`config.mk`:
```
export PLATFORM = sky130hd
export DESIGN_NAME = dig_ct_arb_seq
export DESIGN_NICKNAME = d
export VERILOG_FILES = /design/src/rtl/dig_ct_arb_seq.sv
export SDC_FILE = /design/constraint.sdc
export NUM_CORES = 1
export LEC_CHECK = 0
export ABC_AREA = 1
export ABC_CLOCK_PERIOD_IN_PS = 1150
export BUFFER_PORTS_ARGS = -buffer_cell sky130_fd_sc_hd__buf_2
export CORE_MARGIN = 3
export CORE_UTILIZATION = 32
export DETAILED_ROUTE_END_ITERATION = 6
export GPL_TIMING_DRIVEN = 0
export SLEW_MARGIN = 15
export SYNTH_ARGS = -nofsm -noshare
export SYNTH_HDL_FRONTEND = slang
export SYNTH_SLANG_ARGS = --single-unit
```
`constraint.sdc`:
```
create_clock -name CLK -period 1.15 [get_ports CLK]
set_input_delay 0.23 -clock CLK [delete_from_list [all_inputs] [get_ports CLK]]
set_output_delay 0.23 -clock CLK [all_outputs]
set_load 0.1 [all_outputs]
```
`src/rtl/dig_ct_arb_seq.sv`:
```
// Two-requester round-robin sequencer in front of a shared registered logic cell.
// Optional completion counters are built only when DIG_CT_ARB_STATS_EN is defined.
module dig_ct_arb_seq #(
  parameter int CNT_W = 8
) (
  input  logic             CLK,
  input  logic             RST,
  input  logic             REQ0,
  input  logic [4:0]       DIN0,
  output logic             GNT0,
  input  logic             REQ1,
  input  logic [4:0]       DIN1,
  output logic             GNT1,
  output logic [4:0]       CELL_IN,
  input  logic [2:0]       CELL_OUT,
  output logic             RSP_VLD,
  input  logic             RSP_RDY,
  output logic             RSP_ID,
  output logic [2:0]       RSP_DATA,
  output logic             BUSY,
  output logic [CNT_W-1:0] CNT0,
  output logic [CNT_W-1:0] CNT1
);

  typedef enum logic [1:0] {
    IDLE   = 2'd0,
    DRIVE  = 2'd1,
    SAMPLE = 2'd2,
    RESP   = 2'd3
  } state_t;

  state_t     state_q, state_d;
  logic       last_q;   // 1: requester 1 was served last, so requester 0 wins a tie
  logic       owner_q;
  logic [4:0] cell_in_q;
  logic       rsp_vld_q;
  logic       rsp_id_q;
  logic [2:0] rsp_data_q;
  logic       gnt0, gnt1;

  always_ff @(posedge CLK) begin
    if (RST) state_q <= IDLE;
    else     state_q <= state_d;
  end

  // NOTE: every output of this block gets a default first so no latch is inferred.
  always_comb begin
    state_d = state_q;
    gnt0    = 1'b0;
    gnt1    = 1'b0;
    case (state_q)
      IDLE: begin
        if (!RST) begin
          if (REQ0 && (!REQ1 || last_q)) gnt0 = 1'b1;
          else if (REQ1)                 gnt1 = 1'b1;
        end
        if (gnt0 || gnt1) state_d = DRIVE;
      end
      DRIVE:   state_d = SAMPLE;
      SAMPLE:  state_d = RESP;
      RESP:    if (RSP_RDY) state_d = IDLE;
      default: state_d = IDLE;
    endcase
  end

  always_ff @(posedge CLK) begin
    if (RST) begin
      last_q     <= 1'b1;
      owner_q    <= 1'b0;
      cell_in_q  <= '0;
      rsp_vld_q  <= 1'b0;
      rsp_id_q   <= 1'b0;
      rsp_data_q <= '0;
    end else begin
      case (state_q)
        IDLE: begin
          if (gnt0 || gnt1) begin
            cell_in_q <= gnt1 ? DIN1 : DIN0;
            owner_q   <= gnt1;
            last_q    <= gnt1;
          end
        end
        SAMPLE: begin
          rsp_data_q <= CELL_OUT;
          rsp_id_q   <= owner_q;
          rsp_vld_q  <= 1'b1;
        end
        RESP: begin
          if (RSP_RDY) rsp_vld_q <= 1'b0;
        end
        default: ;
      endcase
    end
  end

`ifdef DIG_CT_ARB_STATS_EN
  localparam logic [CNT_W-1:0] CNT_MAX = {CNT_W{1'b1}};

  logic [CNT_W-1:0] cnt0_q, cnt1_q;
  logic             accept;

  assign accept = (state_q == RESP) && RSP_RDY;

  // Counters saturate rather than wrap.
  always_ff @(posedge CLK) begin
    if (RST) begin
      cnt0_q <= '0;
      cnt1_q <= '0;
    end else if (accept) begin
      if (!owner_q && cnt0_q != CNT_MAX) cnt0_q <= cnt0_q + CNT_W'(1);
      if ( owner_q && cnt1_q != CNT_MAX) cnt1_q <= cnt1_q + CNT_W'(1);
    end
  end

  assign CNT0 = cnt0_q;
  assign CNT1 = cnt1_q;
`else
  assign CNT0 = '0;
  assign CNT1 = '0;
`endif

  assign GNT0     = gnt0;
  assign GNT1     = gnt1;
  assign CELL_IN  = cell_in_q;
  assign RSP_VLD  = rsp_vld_q;
  assign RSP_ID   = rsp_id_q;
  assign RSP_DATA = rsp_data_q;
  assign BUSY     = (state_q != IDLE);

endmodule

```
Word level (Yosys, flattened, before mapping) --
Index checks and enable logic that the tools add are counted.
Word-level totals: bits in registers 14, output and inout bits 29, bits of input ports 18
Operators by class: mux-type cells 15, reductions and logical operators 11, eq/ne operators 5
Operators with widths (number):
- $mux W1 | 10
- $pmux W2 S4 | 1
- $reduce_and A2 Y1 | 3
- $mux W5 | 1
- $eq A2 B2 Y1 const B | 2
- $mux W2 | 2
- $ne A2 B2 Y1 const B | 2
- $reduce_bool A2 Y1 | 2
- $logic_or A1 B1 Y1 | 3
- $eq A2 B1 Y1 const B | 1
- $logic_not A2 Y1 | 1
- $pmux W1 S2 | 1
- $logic_and A1 B1 Y1 | 1
- $logic_not A1 Y1 | 1

Depth between registers and ports, before layout --
Gate-level depths: netlist (run 1).
word-level depth 9, mapped depth 10, mapped depth without buffers 9

Worst setup path after synthesis (run 1) --
Ideal clock, no wire load.
path kind register -> register, start register state_q[1], end register last_q, data arrival time 1.972 ns, period minus slack after synthesis 2.093 ns, cell stages (with the launch flop) 10, path buffers 1, slack -0.943 ns, setup time 0.121 ns, required time 1.029 ns, cells stage by stage dfxtp_1 > inv_1 > ha_1 > inv_2 > nor2_8 > nand2_4 > buf_6 > inv_1 > a21oi_1 > nand2_1
On the way: word-level cells in the longest chain between the ends 4
RTL lines:
- start, declared | RTL line 32 | state_t state_q, state_d;
- start signal, assigned | RTL line 43 | else state_q <= state_d;
- $logic_not A2 Y1 * | RTL line 51 | case (state_q)
- $mux W1 * | RTL line 51
- via GNT1 | RTL line 13 | output logic GNT1,
- $logic_or A1 B1 Y1 | RTL line 77 | if (gnt0 || gnt1) begin
- $reduce_and A2 Y1 (no line)
- end signal, assigned | RTL line 80 | last_q <= gnt1;
- end, declared | RTL line 33 | logic last_q;
The timed path passes the listed nets; every way through them passes the cells marked *. A chain may end at the register's enable or synchronous reset.

Worst setup path in the final report (run 1) --
start register state_q[0], end output GNT1
On the way: word-level cells in the longest chain between the ends 2
RTL lines (RTL line):
- $logic_not A2 Y1 | 51
- $mux W1 | 51
- end, declared | 13
Every way passes these cells.

==> impl_metrics.tcl, run 1 <==
set metrics [dict create \
    status "finished with violations" \
    violations "setup timing" \
    cp.arrival_ns 1.42 \
    first_global_vias 831 \
    worstHoldPathCells 3 \
    final_cell_count_no_fill 215 \
    drv_slew 0 \
    dieWidth_um 58.0 \
    cp.required_ns 0.92 \
    clk_pin_slew_ns 0.09 \
    drc 0 \
    switchingPower_w 0.00219 \
    final_cell_mix "buf_4 (26), nand2_1 (23), buf_2 (18)" \
    max_freq_ghz 0.606 \
    dieArea_um2 3370 \
    yosys_warnings 0 \
    hold_path.class "primary input to flop" \
    hold_viol_final 0 \
    numCtsBuffers 3 \
    critPathCaptureType "output port" \
    max_stage_delay_ns 0.33 \
    multiInputGateArea_um2 495 \
    first_iter_violations 29 \
    top_usage_layer "met2" \
    yosysSeqAreaShare_pct 32.4 \
    slowest_stage "dfxtp_2" \
    synth_area_um2 866 \
    p_comb_share_pct 71.9 \
    antenna_found_initial 0 \
    portBuffers 30 \
    wl_per_cell_um 9.60 \
    num_rows 18 \
    avgSynthCellArea_um2 6.93 \
    synth_cell_type_count 17 \
    p_int_w 0.00180 \
    critical_path_class "flop to output port" \
    place_area_um2 1160 \
    clockRootBuffer "clkbuf_4" \
    dr_total_vias 890 \
    antenna-diode-count 0 \
    clkLatencyLatePin_ns 0.28 \
    grt_util_met1_pct 16.2 \
    overflow 0 \
    powerDensity_nw_per_um2 2790 \
    hold_start "CELL_OUT[1]" \
    reg2reg_to "last_q" \
    die_h_um 58.0 \
    p_clk_share_pct 8.9 \
    layout_commonest_cell "buf_4" \
    r2r_slack_ns -0.26 \
    cts_max_level 1 \
    ir_drop_v 0.00171 \
    grt_util_met3_pct 2.90 \
    nFillCells 250 \
    ios 47 \
    finalSetupViolCount 12 \
    path_cells "inv_2, ha_4, inv_12, nor2_8, nand2_4, buf_8, clkinvlp_4, buf_12" \
    final.min_clock_period_ns 1.65 \
    skew_ns 0.00143 \
    reg2regPathDepth 11 \
    worstPathMaxFanout 3 \
    synth_cells 125 \
    start_util_pct 34.3 \
    pwr-share-seq_pct 19.1 \
    drt-total-wl_um 2060 \
    final_cell_area_um2 1430 \
    cts_tree "done" \
    dr.pass1.iters 3 \
    dp_hpwl_um 1510 \
    rsz0062_at_grt "true" \
    synth-seq-cells 14 \
    vias_per_cell 4.14 \
    core_area_um2 2520 \
    grt_pass1_wl_um 3410 \
    rr_startpoint "state_q[0]" \
    drive_above_1_share_pct 51.9 \
    pre_cts_ws_ns -0.636 \
    dp_cells 200 \
    area_delta_synth_final_pct 65.5 \
    final_nets 207 \
    grt_usage_pct 12.8 \
    clock_path_buffers 2 \
    grt_max_degree 11 \
    start_kind "flop" \
    p_leak_nw 0.778 \
    fin_setup_tns_ns -3.00 \
    clkSinkCount 14 \
    hold-path-endpoint "RSP_DATA[1]" \
    grtUsageMet2_pct 21.5 \
    min_period_over_period_pct 143 \
    detail-route-antenna-nets 0 \
    area.sequential_um2 295 \
    fin_ws_ns -0.500 \
    gp_congestion 0.739 \
    maxCapViolations 0 \
    p_sw_share_pct 54.9 \
    postCtsHoldBufs 0 \
]
==> cell usage after synthesis <==
cell | instances | area (um2)
nor2_8 | 1 | 20.0
o21ai_0 | 6 | 30.0
nand2_2 | 1 | 6.26
a21oi_1 | 5 | 25.0
inv_2 | 2 | 7.51
nand2_1 | 25 | 93.8
nand4_1 | 1 | 6.26
nand3_1 | 13 | 65.1
buf_4 | 16 | 120
buf_6 | 1 | 11.3
buf_2 | 1 | 5.00
conb_1 | 1 | 3.75
inv_1 | 13 | 48.8
nand2_4 | 3 | 33.8
ha_1 | 3 | 37.5
dfxtp_1 | 14 | 280
nor2_1 | 19 | 71.3
==> layer usage <==
layer,wire length [um],share of wire (%)
met4,8,0.39
met1,897,43
met2,1000,48
met3,158,7.7
met5,0,0
==> power groups by stage <==
stage / combinational, W / sequential [W] / clock (W)
after floorplan: 0.00127 / 0.00148 / 0
after global placement: 0.00227 / 0.000754 / 0
after detailed placement: 0.00229 / 0.000760 / 0
after CTS: 0.00277 / 0.000746 / 0.000381
after global routing: 0.00302 / 0.000784 / 0.000402
final: 0.00287 / 0.000764 / 0.000356
==> how the worst max path moves through the flow <==
stage,from,end,slack [ns]
after floorplan,state_q[1],last_q,-0.61
after global placement,state_q[0],GNT0,-0.66
after detailed placement,state_q[0],GNT0,-0.64
after CTS,state_q[0],GNT1,-0.55
after global routing,state_q[0],GNT1,-0.58
final,state_q[0],GNT1,-0.50
==> critical path, delay by kind of cell, from the launching register on <==
family	cells	cell delay, ns
buffers and inverters	5	0.48
flip-flops	1	0.33
adder cells (fa/ha/maj)	1	0.19
AND/OR/NAND/NOR	2	0.15
==> cells by family after synthesis <==
kind of cell	count (synthesis)	synth area share (%)
other cells	1	0.433
buf+inv	33	22.3
compound gates	11	6.36
simple gates	63	34.2
flops	14	32.4
fa+ha+maj	3	4.34
==> stage by stage <==
stage,util [%],hold slack (ns),power [W]
6_report,56.8,0.173,0.00399
5_1_grt,56.8,0.176,0.00421
4_1_cts,54.1,0.162,0.00390
3_5_place_dp,46.0,0.460,0.00305
3_3_place_gp,46.0,0.451,0.00302
2_1_floorplan,-,0.365,0.00276
==> area by class of cell <==
class / instances / share of cell area, %
multi-input combinational: 93 / 34.6
timing repair buffer: 41 / 24.5
sequential: 14 / 20.6
buffer: 18 / 9.78
inverter: 15 / 5.33
tap: 30 / 2.62
clock buffer: 4 / 2.53
==> repair_timing <==
item	4_1_cts	5_1_grt
pin swaps	4	6
gates resized for setup	29	16
buffers inserted	10	3
hold endpoints to repair	0	0
setup endpoints to repair	21	26
==> registers in the layout, summed over array words and instances, names as in the netlist <==
register,count
CELL_IN,5
RSP_DATA,3
state_q,2
RSP_ID,1
RSP_VLD,1
last_q,1
owner_q,1
(Power assumes the default switching activity.)
==> inputs of run 2 (changes only) <==
ABC_CLOCK_PERIOD_IN_PS = 1800   (was 1150)
PLACE_DENSITY = 0.61   (was default)
clock period = 1.8 ns   (was 1.15 ns; I/O delays follow)
==> run 2 against run 1 <==
Against the previous run: the flow now finishes without violations; register-to-register slack improved by 0.75 ns; first-iteration DRC count increased by 10%; largest cell class unchanged; sequential power decreased by 40%; final area decreased by 11%; critical endpoint unchanged; worst setup slack improved by 0.56 ns; die area unchanged; largest power group unchanged; combinational power decreased by 46%; critical path depth decreased by 1.
==> impl_metrics.tcl, run 2 (same netlist as run 1, synthesis figures left out) <==
set metrics [dict create \
    rsz0062_at_grt "true" \
    gp_congestion 0.771 \
    first_iter_violations 32 \
    clkSinkCount 14 \
    p_clk_share_pct 10.0 \
    num_rows 18 \
    cp.arrival_ns 1.38 \
    maxCapViolations 0 \
    cts_tree "done" \
    worstPathMaxFanout 9 \
    drt-total-wl_um 2000 \
    start_util_pct 34.3 \
    critPathCaptureType "output port" \
    p_sw_share_pct 59.3 \
    clk_pin_slew_ns 0.09 \
    final.min_clock_period_ns 1.74 \
    grt_pass1_wl_um 3180 \
    grt_usage_pct 11.9 \
    hold_path.class "primary input to flop" \
    clockRootBuffer "clkbuf_4" \
    vias_per_cell 4.12 \
    dieWidth_um 58.0 \
    overflow 0 \
    drc 0 \
    status "finished clean" \
    dieArea_um2 3370 \
    finalSetupViolCount 0 \
    powerDensity_nw_per_um2 1750 \
    slowest_stage "dfxtp_2" \
    area_delta_synth_final_pct 47.8 \
    switchingPower_w 0.00133 \
    antenna-diode-count 0 \
    die_h_um 58.0 \
    dp_hpwl_um 1530 \
    p_leak_nw 0.727 \
    p_int_w 0.000911 \
    drive_above_1_share_pct 41.2 \
    final_nets 204 \
    min_period_over_period_pct 96.5 \
    skew_ns 0.00820 \
    first_global_vias 804 \
    dr_total_vias 874 \
    hold_viol_final 0 \
    grt_max_degree 13 \
    core_area_um2 2520 \
    nFillCells 283 \
    dr.pass1.iters 3 \
    numCtsBuffers 3 \
    pwr-share-seq_pct 20.5 \
    clkLatencyLatePin_ns 0.28 \
    ir_drop_v 0.00110 \
    max_stage_delay_ns 0.33 \
    area.sequential_um2 283 \
    layout_commonest_cell "buf_2" \
    cp.required_ns 1.44 \
    max_freq_ghz 0.576 \
    portBuffers 30 \
    drv_slew 0 \
    antenna_found_initial 0 \
    wl_per_cell_um 9.44 \
    largest_reg_flops 5 \
    postCtsHoldBufs 0 \
    holdWs_ns 0.315 \
    critical_path_class "flop to output port" \
    clock_path_buffers 2 \
    ios 47 \
    p_comb_share_pct 69.5 \
    detail-route-antenna-nets 0 \
    path_cells "inv_2, ha_4, inv_12, nor2_8, nand2_8, clkinvlp_4, buf_12" \
    start_kind "flop" \
    final_cell_mix "buf_2 (29), nand2_1 (25), buf_4 (25)" \
    fin_setup_tns_ns 0 \
    multiInputGateArea_um2 474 \
    cts_max_level 1 \
]
run 2: changes by cell type in the layout (fill, tap and decap cells not counted), sizes merged:
cell  previous run  this run
buf             59        56
run 2: critical path, delay by kind of cell (launching register included):
kind                       cells  cell delay [ns]
DFF                            1             0.33
and+or+nand+nor                2             0.19
buffers and inverters          4             0.39
adders and majority gates      1             0.19
run 2: power by group through the flow:
stage,Clock (W),Sequential [W],Combinational [W]
floorplan,0,0.000924,0.000815
global placement,0,0.000464,0.00145
detailed placement,0,0.000467,0.00146
CTS,0.000236,0.000459,0.00153
global route,0.000248,0.000471,0.00166
finish,0.000223,0.000458,0.00155
run 2: area by class of cell:
type / count / share of cell area (%)
buffer: 17 / 9.78
multi-input combinational: 93 / 37.0
inverter: 15 / 5.96
tap: 30 / 2.93
timing repair buffer: 39 / 19.4
clock buffer: 4 / 2.83
sequential: 14 / 22.1
run 2: through the flow:
| step | std cells | utilization, % | setup slack [ns] | cell area, um2 | total power [W] |
|---|---|---|---|---|---|
| global route | 212 | 50.7 | -0.0143 | 1280 | 0.00238 |
| detailed placement | 200 | 45.5 | -0.171 | 1150 | 0.00193 |
| finish | 212 | 50.7 | 0.0637 | 1280 | 0.00224 |
| floorplan | 140 | - | 0.00102 | 960 | 0.00174 |
| global placement | 200 | 45.5 | -0.179 | 1150 | 0.00191 |
| CTS | 208 | 48.9 | 0.0138 | 1230 | 0.00222 |
run 2: final timing paths:
check	slack (ns)	startpoint	depth (start not counted)	to
worst min-delay path	0.32	CELL_OUT[1]	3	RSP_DATA[1]
worst max register to register	0.49	state_q[0]	10	CELL_IN[4]
worst min register to register	0.48	last_q	2	last_q
worst max-delay path	0.06	state_q[0]	7	GNT1
run 2: what timing repair did:
action,4_1_cts,5_1_grt
setup buffers,5,4
cloned,0,0
pin swaps,3,1
setup endpoints to repair,2,2
resized for setup,9,3
run 2: per-layer routing:
layer	vias to the layer above	part of all wire, %	track usage, %
li1	471	-	-
met1	373	42	13.8
met2	30	48	21.1
met3	0	9.4	2.45
met4	0	0	4.97
met5	-	0	0
==> inputs of run 3 (changes only) <==
REMOVE_ABC_BUFFERS = 1   (was default)
==> run 3 against run 2 <==
Against the previous run: sequential cell count unchanged; highest routed layer is now met4; clock skew decreased by 0.0043 ns; combinational power decreased by 4%; die area unchanged; wire length increased by 2.3%; clock power decreased by 20%; largest power group unchanged; utilization decreased by 6.6 points; clock-buffer cell count decreased by 1.
==> impl_metrics.tcl, run 3 (same netlist as run 1, synthesis figures left out) <==
set metrics [dict create \
    drive_above_1_share_pct 32.9 \
    dr.pass1.iters 4 \
    p_clk_share_pct 8.5 \
    critical_path_class "flop to output port" \
    first_iter_violations 16 \
    skew_ns 0.00394 \
    dr_total_vias 849 \
    status "finished clean" \
    clk_pin_slew_ns 0.09 \
    p_leak_nw 0.641 \
    dieWidth_um 58.0 \
    max_freq_ghz 0.578 \
    worstHoldPathCells 3 \
    finalPower_w 0.00212 \
    antenna_found_initial 0 \
    p_int_w 0.000822 \
    place_area_um2 973 \
    critPathCaptureType "output port" \
    largest_reg_flops 5 \
    postCtsHoldBufs 0 \
    final.min_clock_period_ns 1.73 \
    maxCapViolations 0 \
    rsz0062_at_grt "false" \
    p_comb_share_pct 70.1 \
    ios 47 \
    cp.arrival_ns 1.37 \
    dp_cells 182 \
    first_global_vias 783 \
    numCtsBuffers 3 \
    clkSinkCount 14 \
    fin_setup_tns_ns 0 \
    cp.required_ns 1.44 \
    grt_max_degree 19 \
    pwr-share-seq_pct 21.5 \
    gp_congestion 0.728 \
    holdWs_ns 0.305 \
    start_kind "flop" \
    dp_hpwl_um 1460 \
    switchingPower_w 0.00130 \
    clock_path_buffers 2 \
    cts_tree "done" \
    hold_viol_final 0 \
    start_util_pct 34.3 \
    wl_per_cell_um 10.6 \
    cts_max_level 1 \
    p_sw_share_pct 61.3 \
    min_period_over_period_pct 96.2 \
    reg2regPathDepth 10 \
    grt_pass1_wl_um 3280 \
    finalSetupViolCount 0 \
    final_cell_mix "buf_2 (27), nand2_1 (25), nor2_1 (19)" \
    worstPathMaxFanout 5 \
    final_cell_count_no_fill 194 \
    drv_slew 0 \
    ir_drop_v 0.000929 \
    dieArea_um2 3370 \
    final_cell_area_um2 1110 \
    detail-route-antenna-nets 0 \
    overflow 0 \
    die_h_um 58.0 \
    area_delta_synth_final_pct 28.6 \
    grt_usage_pct 12.5 \
    layout_commonest_cell "buf_2" \
    vias_per_cell 4.38 \
    num_rows 18 \
    clockRootBuffer "clkbuf_4" \
    core_area_um2 2520 \
    antenna-diode-count 0 \
    clkLatencyLatePin_ns 0.28 \
    powerDensity_nw_per_um2 1910 \
    hold_path.class "primary input to flop" \
    drc 0 \
    portBuffers 30 \
    drt-total-wl_um 2050 \
    final_nets 187 \
]
## run 3: changes by cell type in the layout (fill, tap and decap cells not counted), sizes merged
| cell | previous run | this run |
|---|---|---|
| buf | 56 | 39 |
| inv | 13 | 15 |
| clkinvlp | 2 | 0 |
| clkbuf | 4 | 3 |
## run 3: path summary, 6_finish.rpt
path                    start          end  slack (ns)
hold / removal    CELL_OUT[2]  RSP_DATA[2]        0.31
setup / recovery   state_q[0]         GNT1        0.07
hold reg to reg        last_q       last_q        0.46
setup reg to reg   state_q[0]   CELL_IN[4]        0.43
## run 3: layout make-up
cell class	instances	area (um2)
inverters	15	58.8
well taps	30	37.5
clock buffers	3	22.5
multi-input cells	93	470
fillers	284	1410
repair buffers	39	241
flip-flops and latches	14	283
## run 3: per-layer routing
metal	up-vias	global-route usage (%)	wire (um)
li1	432	-	-
met1	374	13.0	828
met2	39	21.6	961
met3	4	4.23	232
met4	0	7.28	26
met5	-	0	0
## run 3: metrics by stage
stage	setup WS, ns	util (%)
2_1_floorplan	-0.293	-
3_3_place_gp	-0.213	38.6
3_5_place_dp	-0.205	38.6
4_1_cts	0.00653	41.9
5_1_grt	0.000758	44.1
6_report	0.0686	44.1
## run 3: critical path, stage by stage, from the launching register on
cell and delay, ns:
dfxtp_2 0.33, inv_2 0.08, ha_4 0.15, inv_2 0.08, nor2_8 0.15, nand2_8 0.07
inv_4 0.07, buf_12 0.16
## run 3: what timing repair did
item                       4_1_cts  5_1_grt
pin swaps                        2        2
setup buffers                    2        7
gates cloned                     0        0
setup endpoints to repair        3        1
resized for setup               12        3
## run 3: power by group through the flow
stage / combinational [W] / sequential, W / clock, W
after CTS: 0.00141 / 0.000459 / 0.000191
after detailed placement: 0.00133 / 0.000464 / 0
after global routing: 0.00159 / 0.000469 / 0.000204
after global placement: 0.00132 / 0.000459 / 0
final: 0.00149 / 0.000456 / 0.000179
after floorplan: 0.000685 / 0.000921 / 0
